## src/rtl/if_fetch_unit_pkg.sv

```systemverilog
// Shared fetch-stage definitions: fetch FSM states, reset PC and the
// bubble (NOP) instruction also used by the IF/ID register.
package if_fetch_unit_pkg;

   typedef enum logic [1:0] {
      FS_REQ   = 2'd0,
      FS_WAIT  = 2'd1,
      FS_VALID = 2'd2,
      FS_DROP  = 2'd3
   } fetch_state_e;

   localparam logic [31:0] RESET_PC    = 32'h0000_0000;
   localparam logic [31:0] BUBBLE_INST = 32'h0000_0013;

endpackage

```

## src/rtl/if_next_pc.sv

```systemverilog
// Next-PC selection: redirect > predicted target > sequential pc+4.
// Ports: pc_i current PC, advance_i request accepted, bp_* predictor,
// redirect_* flush target, pc_next_o PC for the next cycle.
module if_next_pc (
   input  logic [31:0] pc_i,
   input  logic        advance_i,
   input  logic        bp_taken_i,
   input  logic [31:0] bp_target_i,
   input  logic        redirect_i,
   input  logic [31:0] redirect_pc_i,
   output logic [31:0] pc_next_o
);

   always_comb begin
      pc_next_o = pc_i;
      if (redirect_i) begin
         pc_next_o = redirect_pc_i;
      end else if (advance_i) begin
         pc_next_o = bp_taken_i ? bp_target_i : pc_i + 32'd4;
      end
   end

endmodule

```

## src/rtl/if_fetch_unit.sv

```systemverilog
// Instruction fetch front end: single-outstanding IM reads, predictor
// steering and redirect flush. Ports: clk/rst, im_* IM req/gnt/rvalid
// port, bp_* predictor, redirect/redirect_pc from EX, stall/DM_stall
// holds, F_* and IM_stall toward the IF/ID register.
module if_fetch_unit
   import if_fetch_unit_pkg::*;
#(
   parameter logic [31:0] RESET_PC    = if_fetch_unit_pkg::RESET_PC,
   parameter logic [31:0] BUBBLE_INST = if_fetch_unit_pkg::BUBBLE_INST
) (
   input  logic        clk,
   input  logic        rst,
   output logic        im_req,
   output logic [31:0] im_addr,
   input  logic        im_gnt,
   input  logic        im_rvalid,
   input  logic [31:0] im_rdata,
   input  logic        bp_taken,
   input  logic [31:0] bp_target,
   input  logic        redirect,
   input  logic [31:0] redirect_pc,
   input  logic        stall,
   input  logic        DM_stall,
   output logic [31:0] F_pc,
   output logic [31:0] F_inst,
   output logic        F_PredictTaken,
   output logic        IM_stall
);

   fetch_state_e state_q, state_d;
   logic [31:0]  pc_q, pc_d;
   logic [31:0]  req_pc_q, req_pc_d;
   logic         req_pred_q, req_pred_d;
   logic [31:0]  f_pc_q, f_pc_d;
   logic [31:0]  f_inst_q, f_inst_d;
   logic         f_pred_q, f_pred_d;
   logic         run_q;
   logic         gnt_fire;

   // run_q keeps im_req low for the cycle in which reset is released
   assign im_req         = run_q & (state_q == FS_REQ);
   assign im_addr        = pc_q;
   assign IM_stall       = (state_q != FS_VALID);
   assign F_pc           = f_pc_q;
   assign F_inst         = f_inst_q;
   assign F_PredictTaken = f_pred_q;
   assign gnt_fire       = im_req & im_gnt;

   if_next_pc u_next_pc (
      .pc_i          (pc_q),
      .advance_i     (gnt_fire),
      .bp_taken_i    (bp_taken),
      .bp_target_i   (bp_target),
      .redirect_i    (redirect),
      .redirect_pc_i (redirect_pc),
      .pc_next_o     (pc_d)
   );

   always_comb begin
      state_d    = state_q;
      req_pc_d   = req_pc_q;
      req_pred_d = req_pred_q;
      f_pc_d     = f_pc_q;
      f_inst_d   = f_inst_q;
      f_pred_d   = f_pred_q;
      unique case (state_q)
         FS_REQ: begin
            if (gnt_fire) begin
               req_pc_d   = pc_q;
               req_pred_d = bp_taken;
               // accepted request must still be drained if flushed
               state_d    = redirect ? FS_DROP : FS_WAIT;
            end
         end
         FS_WAIT: begin
            if (redirect) begin
               state_d = im_rvalid ? FS_REQ : FS_DROP;
            end else if (im_rvalid) begin
               f_inst_d = im_rdata;
               f_pc_d   = req_pc_q;
               f_pred_d = req_pred_q;
               state_d  = FS_VALID;
            end
         end
         FS_VALID: begin
            if (redirect) begin
               f_inst_d = BUBBLE_INST;
               f_pc_d   = 32'd0;
               f_pred_d = 1'b0;
               state_d  = FS_REQ;
            end else if (!stall && !DM_stall) begin
               state_d = FS_REQ;
            end
         end
         FS_DROP: begin
            if (im_rvalid) begin
               state_d = FS_REQ;
            end
         end
         default: state_d = FS_REQ;
      endcase
   end

   always_ff @(posedge clk or posedge rst) begin
      if (rst) begin
         state_q    <= FS_REQ;
         pc_q       <= RESET_PC;
         req_pc_q   <= 32'd0;
         req_pred_q <= 1'b0;
         f_pc_q     <= 32'd0;
         f_inst_q   <= BUBBLE_INST;
         f_pred_q   <= 1'b0;
         run_q      <= 1'b0;
      end else begin
         state_q    <= state_d;
         pc_q       <= pc_d;
         req_pc_q   <= req_pc_d;
         req_pred_q <= req_pred_d;
         f_pc_q     <= f_pc_d;
         f_inst_q   <= f_inst_d;
         f_pred_q   <= f_pred_d;
         run_q      <= 1'b1;
      end
   end

endmodule
```

## config.mk

```make
export PLATFORM = sky130hd
export DESIGN_NAME = if_fetch_unit
export DESIGN_NICKNAME = d
export VERILOG_FILES = /design/src/rtl/if_fetch_unit_pkg.sv /design/src/rtl/if_next_pc.sv /design/src/rtl/if_fetch_unit.sv
export SDC_FILE = /design/constraint.sdc
export NUM_CORES = 1
export LEC_CHECK = 0
export ABC_AREA = 0
export CAP_MARGIN = 25
export CORE_ASPECT_RATIO = 2
export CORE_MARGIN = 3
export CORE_UTILIZATION = 42
export DETAILED_ROUTE_END_ITERATION = 7
export PLACE_DENSITY = 0.84
export SETUP_SLACK_MARGIN = 0.4
export SYNTH_ARGS = -nofsm -noshare
export SYNTH_HDL_FRONTEND = slang
export SYNTH_SLANG_ARGS = --single-unit
```

## constraint.sdc

```tcl
create_clock -name clk -period 3.89 [get_ports clk]
set_input_delay 0.389 -clock clk [delete_from_list [all_inputs] [get_ports clk]]
set_output_delay 0.389 -clock clk [all_outputs]
set_load 0.02 [all_outputs]
```

==> Word level (Yosys, flattened, before mapping) <==
Cells that the tools add are included.
W data, S select, Z words.
{ "op_classes": {"n_addsub": 1, "multipliers": 0, "n_div": 0, "magnitude_cmp": 0, "eq_ne": 11, "shifts": 0, "mux": 24, "n_bitwise": 2, "n_reduce_logical": 9} }
{ "ops": {"columns": ["operator", "count"], "rows": [
  ["$mux W32", 9],
  ["$pmux W32 S2", 2],
  ["$add A32 B3 Y32 const B", 1],
  ["$mux W2", 8],
  ["$ne A2 B2 Y1 const B", 6],
  ["$pmux W2 S4", 1],
  ["$reduce_and A4 Y1", 2],
  ["$ne A3 B3 Y1 const B", 2],
  ["$eq A2 B2 Y1 const B", 2],
  ["$reduce_bool A2 Y1", 2],
  ["$mux W1", 3],
  ["$and A1 B1 Y1", 2],
  ["$eq A2 B1 Y1 const B", 1],
  ["$logic_not A1 Y1", 2],
  ["$logic_not A2 Y1", 1],
  ["$pmux W1 S2", 1],
  ["$reduce_and A2 Y1", 1],
  ["$logic_and A1 B1 Y1", 1]
]} }
{ "word_totals": {"regBits": 133, "latch_bits": 0, "mem_bits_rw": 0, "rom_bits": 0, "in_bits": 104, "output_inout_bits": 99, "wordCells": 55, "mem_count": 0} }

==> Logic depth before layout (Yosys ltp) <==
Gate-level depths: netlist of the first run.
{ "depth": {"word_depth": 5, "ltp_mapped": 7, "mapped_depth_nobuf": 5} }

==> By module <==
A second synthesis of the first run with hierarchy kept.
{ "unflattened": {"hier_cells": 531, "area_unflattened_um2": 6099.6} }
{ "modules_own_cells": {"columns": ["mod", "instances", "cells_per_inst", "area_each_um2", "seq_area_each_um2"], "rows": [
  ["if_fetch_unit", 1, 267, 4571.9, 3331.9],
  ["if_next_pc", 1, 264, 1527.7, 0.0]
]} }

==> Least setup slack after synthesis of the first run <==
OpenSTA, ideal clock, no wires.
{ "synth_timing": {"kind": "register to register", "from": "reg pc_q[2], in the netlist im_addr[2]", "to": "reg pc_q[20], in the netlist im_addr[20]", "setup_ns": 0.104, "t_arrival_ns": 1.892, "required_ns": 3.786, "setup_slack_ns": 1.894, "path_stages_with_launch": 6, "path_buffers": 0, "synth_period_minus_slack_ns": 1.996, "path_cell_list": "dfrtp_1 > ha_1 > and3_2 > nand3_1 > or3_1 > o311ai_1"} }
{ "synth_between": {"elab_chain_len": 4} }
{ "synth_lines": {"columns": ["item", "line", "text"], "rows": [
  ["start, declared", "if_fetch_unit.sv:31", "logic [31:0] pc_q, pc_d;"],
  ["start signal, assigned", "if_fetch_unit.sv:116", "pc_q <= pc_d;"],
  ["$add A32 B3 Y32", "if_next_pc.sv:19", "pc_next_o = bp_taken_i ? bp_target_i : pc_i + 32'd4;"],
  ["$mux W32", "if_next_pc.sv:19", null],
  ["$mux W32", "if_next_pc.sv:18", "end else if (advance_i) begin"],
  ["$mux W32", "if_next_pc.sv:16", "if (redirect_i) begin"]
]} }
No other way between the ends. The select of a mux whose other input is x is not followed.
A chain may end at the register's enable or synchronous reset.

==> Final worst setup path of the first run <==
{ "layout_timing": {"from": "reg pc_q[3], in the netlist im_addr[3]", "to": "reg pc_q[20], in the netlist im_addr[20]"} }
The elaborated chain is that of the path after synthesis.

==> results of run 1 <==
## final cells by class
class                   count  area [µm²]  area share
inverters                   8        33.8     0.00379
clock buffers              21         450      0.0506
multi-input cells         420        2600       0.292
repair buffers            213        2110       0.237
clock inverters            10         131      0.0148
flip-flops and latches    133        3330       0.374
well taps                 192         240      0.0270
## worst paths after layout
check,startpoint,endpoint,cells past startpoint
worst min-delay path,rst,im_addr[4]$_DFFE_PP0P_,2
worst max register to register,im_addr[3]$_DFFE_PP0P_,im_addr[20]$_DFFE_PP0P_,5
worst max-delay path,im_addr[3]$_DFFE_PP0P_,im_addr[20]$_DFFE_PP0P_,5
max in group asynchronous,rst,F_inst[31]$_DFFE_PP0P_,3
min in group clk,req_pc_q[7]$_DFFE_PP0P_,req_pc_q[7]$_DFFE_PP0P_,2
worst min register to register,req_pc_q[7]$_DFFE_PP0P_,req_pc_q[7]$_DFFE_PP0P_,2
## metal layers
metal,global-route usage,vias up
li1,-,2621
met1,0.271,2786
met2,0.405,302
met3,0.0441,56
met4,0.132,0
met5,0,-
## stage by stage
step | hold slack, ns | util | instance area (µm²)
after floorplan | 0.446 | - | 6180
after CTS | 0.256 | 0.620 | 8900
after detailed placement | 0.463 | 0.580 | 8320
final | 0.256 | 0.620 | 8900
after global routing | 0.285 | 0.620 | 8900
after global placement | 0.458 | 0.580 | 8320
## registers in the layout (all words and copies together), names as in the netlist
name            cells
F_inst             32
F_pc               32
im_addr            32
req_pc_q           32
state_q             2
F_PredictTaken      1
req_pred_q          1
run_q               1
## cell usage after synthesis (3+ instances only)
cell type and n:
a211oi_1 3, a21oi_1 9, a22o_1 74, a22oi_1 6, a31o_2 4, and3_1 7, and4_1 5, buf_1 6
buf_2 4, buf_4 3, clkbuf_1 29, dfrtp_1 130, dfstp_2 3, inv_1 7, mux2i_1 10, nand2_1 135
nand3_1 18, nand4_1 15, nor2_1 19, nor3_1 7, nor4_1 7, o211ai_1 14, o21ai_0 24, o22a_1 3
o311ai_0 4, o31ai_1 3, o41ai_1 4, or3_1 7
## cell families (layout without fill, tap and decap cells)
kind of cell	count (synthesis)	in the layout	share of synthesized area
other	1	1	0.000607
xor gates and xnor gates	1	1	0.00142
DFF	133	133	0.539
adders and majority gates	1	1	0.00202
and+or+nand+nor	238	238	0.184
muxes	10	10	0.0162
AOI/OAI and AO/OA	169	169	0.213
buffers and inverters	55	252	0.0431
## where the power goes
part	switching, µW	internal [µW]	total, µW
sequential	386	1840	2220
clock	560	1020	1580
combinational	920	895	1810
## cell usage in the layout (no fill, tap or decap), types with 3 or more instances in the layout
cell type / count
a211oi_1: 3
a21oi_1: 9
a22o_1: 74
a22oi_1: 6
a31o_2: 4
and3_1: 6
and4_1: 5
buf_4: 10
bufinv_16: 3
clkbuf_1: 3
clkbuf_16: 17
clkdlybuf4s50_1: 201
clkinv_2: 5
dfrtp_1: 130
dfstp_2: 3
inv_1: 6
mux2i_1: 10
nand2_1: 135
nand3_1: 18
nand4_1: 15
nor2_1: 19
nor3_1: 7
nor4_1: 7
o211ai_1: 14
o21ai_0: 24
o22a_1: 3
o311ai_0: 4
o31ai_1: 3
o41ai_1: 4
or3_1: 7
## worst max-delay path: cells and delay by family, from the launching register on
kind / cells / cell delay [ns]
AOI/OAI and AO/OA: 1 / 0.28
DFF: 1 / 0.53
adders and majority gates: 1 / 0.29
and+or+nand+nor: 3 / 1.09
==> flow_summary.yaml, run 1 <==
drt:
  vias: 5765
  dr_wl_met2_mm: 9.94
  drtIter0Drc: 418
  highest_layer: "met4"
  vias_per_cell: 5.78
  wl_met1_mm: 6.98
  ant_nets: 0
  post_drt_wl_per_cell_um: 19.0
  wl_met3_mm: 1.17
  drc: 0
  first_pass_iters: 5
  wl_mm: 19.0
grt:
  gr-usage-all-layers: 0.235
  grt_start_max_net_pins: 127
  gr-total-overflow: 0
  antenna_found_initial: 0
  first_global_vias: 5839
  grt_first_pass_wirelength_mm: 30.3
clock_tree:
  tritoncts: "built"
  clock_sinks: 133
  htree_num_levels: 4
  cts-resized-gates: 0
  cts_setup_buffers: 0
  clkTransAtPathRegs_ns: 0.06
  cts-buffers-inserted: 17
  clock-root-buffer: "clkbuf_16"
  cts_buffer_depth: 2
  ctsHoldBuffers: 0
  worstSkewPairLatency_ns: 0.41
timing:
  tns_ns: 0
  finalWorstSetupSlack_ns: 1.58
  finalMaxSlewViolations: 0
  clock.fmax_mhz: 432
  worst_pin_slew_ns: 0.851
  setup_viol: 0
  hold_viol: 0
  slew_headroom: 0.433
  rsz0062_at_grt: "false"
  min_period_over_period: 0.594
  post-route-min-period_ns: 2.31
  skew_ns: 0.00902
setup_path:
  path_cells: "ha_1 -> and3_2 -> nand3_1 -> or3_1 -> o311ai_1"
  worst-setup-path-type: "reg2reg"
  crit_required_ns: 4.19
  crit_path_top_delay_cell: "dfrtp_1"
  end_kind: "flop"
  crit_fanout: 10
  startpoint_type: "flop"
  slowest_delay_ns: 0.53
  arrival_ns: 2.62
  reg2reg_slack_ns: 1.58
placed_design:
  dp_hpwl_mm: 13.4
  portBuffers: 202
  place_congestion: 0.908
  dp.cells: 966
  dp_slack_ns: 1.35
floorplanning:
  die_w_um: 91.8
  fp.dieH_um: 178
  start_util: 0.431
  die_area_um2: 16300
  row_count: 62
  num_io_pins: 203
  core_area_um2: 14400
synth:
  synth.distinct_cells: 64
  synthFlopType: "dfrtp_1"
  syn-instance-count: 608
  syn_avg_cell_area_um2: 10.2
  synth_area_um2: 6180
  synth_largest_area_cell: "dfrtp_1"
  ys_ff_latch: 133
  syn-num-nets: 713
  synthTopCellsByArea: "dfrtp_1, a22o_1, nand2_1"
  synth_top_area_frac: 0.526
  synth-warning-count: 0
  async_flop_share: 1.00
  seq_area_frac_synth: 0.539
  synth_edf_count: 0
pwr:
  peakVddDrop_mv: 0.271
  total_power_uw: 5610
  power_density_nw_per_um2: 631
  p_leak_uw: 0.00386
finish:
  drive_gt1_frac: 0.0745
  final_nets: 898
  final_cells: 997
  syn_to_final_growth_pct: 44.1
  n_fill_cell: 1171
  num_antenna_cells: 0
min_path:
  min_path_type: "in2async"
run:
  drv_cap: 0
status:
  status: "finished clean"
Note: power is estimated with default switching activity, not from simulation.
==> inputs of run 2 (changes only) <==
--- a/config.mk
+++ b/config.mk
@@ -9,9 +9,9 @@
 export CAP_MARGIN = 25
 export CORE_ASPECT_RATIO = 2
 export CORE_MARGIN = 3
-export CORE_UTILIZATION = 42
+export CORE_UTILIZATION = 46
 export DETAILED_ROUTE_END_ITERATION = 7
-export PLACE_DENSITY = 0.84
+export PLACE_DENSITY = 0.87
 export SETUP_SLACK_MARGIN = 0.4
 export SYNTH_ARGS = -nofsm -noshare
 export SYNTH_HDL_FRONTEND = slang
==> constraint.sdc (replaced) <==
create_clock -name clk -period 2.4 [get_ports clk]
set_input_delay 0.24 -clock clk [delete_from_list [all_inputs] [get_ports clk]]
set_output_delay 0.24 -clock clk [all_outputs]
set_load 0.02 [all_outputs]
==> run 2 against run 1 <==
Net effect:
- final area grew 3.1%
- sequential share of layout area down 1.0 points
- clock skew rose by 0.0034 ns
- fmax is 19% higher
- die area down 8.3%
- non-clock buffer count rose by 20
- clock power rose by 90%
- flip-flop and latch count did not move
- sequential power increased by 63%
- global-route usage rose by 4.3 points
- wire length increased by 8.9%
- setup slack got worse by 1.1 ns
==> flow_summary.yaml, run 2 (synthesis gave the netlist of run 1 again) <==
grt:
  gr-total-overflow: 0
  first_global_vias: 6126
  grt_first_pass_wirelength_mm: 32.2
  grt_start_max_net_pins: 46
  antenna_found_initial: 0
  gr-usage-all-layers: 0.278
setup_path:
  crit_fanout: 7
  crit_path_top_delay_cell: "or4_4"
  path_delay_family: "simple AND/OR/NAND/NOR gates"
  crit_required_ns: 2.73
  end_kind: "flop"
  worst-setup-path-type: "reg2reg"
  path_cells: "nand4_4 -> or4_4 -> or4b_1 -> nand3_1"
  startpoint_type: "flop"
  arrival_ns: 2.28
  slowest_delay_ns: 0.63
  critPathBufInv: 0
floorplanning:
  die_w_um: 88.0
  row_count: 59
  fp.dieH_um: 170
  num_io_pins: 203
  start_util: 0.473
  die_area_um2: 14900
  core_area_um2: 13100
timing:
  slew_headroom: 0.560
  hold_viol: 0
  clock.fmax_mhz: 513
  min_period_over_period: 0.812
  rsz0062_at_grt: "true"
  post-route-min-period_ns: 1.95
  finalMaxSlewViolations: 0
  worst_pin_slew_ns: 0.658
  setup_viol: 0
  finalWorstSetupSlack_ns: 0.450
  skew_ns: 0.0124
  tns_ns: 0
  whs_ns: 0.275
placed_design:
  dp.cells: 942
  dp_slack_ns: 0.137
  place_area_um2: 8420
  place_congestion: 0.910
  portBuffers: 202
  dp_hpwl_mm: 14.6
drt:
  drc: 0
  vias_per_cell: 6.08
  drtIter0Drc: 348
  post_drt_wl_per_cell_um: 21.1
  vias: 5947
  ant_nets: 0
  wl_mm: 20.6
  first_pass_iters: 7
pwr:
  peakVddDrop_mv: 0.539
  p_leak_uw: 0.00401
  power_density_nw_per_um2: 1060
clock_tree:
  htree_num_levels: 4
  cts_buffer_depth: 2
  tritoncts: "built"
  worstSkewPairLatency_ns: 0.41
  clkTransAtPathRegs_ns: 0.06
  clock_sinks: 133
  ctsHoldBuffers: 0
  cts-buffers-inserted: 17
  clock-root-buffer: "clkbuf_16"
finish:
  num_antenna_cells: 0
  final_common_cell: "clkdlybuf4s50_1"
  syn_to_final_growth_pct: 48.5
  final_cells: 978
  final_cell_area_um2: 9180
  drive_gt1_frac: 0.115
  final_cell_mix: "clkdlybuf4s50_1, nand2_1, dfrtp_1"
  final_nets: 918
min_path:
  min_path_type: "in2async"
status:
  status: "finished clean"
run:
  drv_cap: 0
-- run 2: cell types whose count changed in the layout (fill, tap and decap cells not counted), sizes merged --
cell	before	now
buf	12	32
clkinv	7	2
inv	6	11
bufinv	3	6
clkbuf	21	18
clkdlybuf4s50	201	199
clkinvlp	2	3
dlygate4sd2	0	1
dlymetal6s2s	0	1
-- run 2: cell type report --
cell class	count	area (µm²)
clock buffers	18	439
clock inverters	14	244
fillers	933	3890
inverters	8	33.8
multi-input cells	420	2640
flip-flops and latches	133	3340
well taps	152	190
repair buffers	233	2290
-- run 2: worst reg2reg max path: cells and delay by family, from the launching register on --
kind / cells / cell delay (ns)
flops: 1 / 0.44
simple gates: 4 / 1.43
-- run 2: per-layer routing --
| layer | vias up | track usage | wire length [µm] |
|---|---|---|---|
| met5 | - | 0 | 0 |
| met4 | 0 | 0.130 | 690 |
| met3 | 48 | 0.0484 | 1340 |
| met2 | 317 | 0.500 | 11500 |
| met1 | 2913 | 0.309 | 7130 |
| li1 | 2669 | - | - |
-- run 2: timing repair --
item                       4_1_cts  5_1_grt
buffers inserted                 0        4
gates cloned                     0        0
resized for setup                7       10
setup endpoints to repair       12       13
pin swaps                        0        1
-- run 2: power by group --
group / leakage (µW) / total (µW) / switching, µW / internal (µW)
combinational: 0.00198 / 3090 / 1580 / 1500
sequential: 0.00170 / 3610 / 631 / 2980
clock: 0.000328 / 3000 / 1000 / 1990
total: 0.00401 / 9700 / 3220 / 6480
-- run 2: through the flow --
step | power (µW) | util
after floorplan | 5060 | -
after global placement | 6510 | 0.644
after detailed placement | 6640 | 0.644
after CTS | 9700 | 0.697
after global routing | 10100 | 0.702
final | 9700 | 0.702
-- run 2: worst paths after layout --
kind                                    startpoint  slack (ns)  cells after the start                 endpoint
max reg2reg                 im_addr[3]$_DFFE_PP0P_        0.45                      4  im_addr[27]$_DFFE_PP0P_
min in group clk                    redirect_pc[0]        0.40                      3   im_addr[0]$_DFFE_PP0P_
min                                            rst        0.28                      2      F_pc[3]$_DFFE_PP0P_
min reg2reg                req_pc_q[8]$_DFFE_PP0P_        0.48                      2  req_pc_q[8]$_DFFE_PP0P_
max                         im_addr[3]$_DFFE_PP0P_        0.45                      4  im_addr[27]$_DFFE_PP0P_
max in group asynchronous                      rst        1.47                      3  req_pc_q[3]$_DFFE_PP0P_
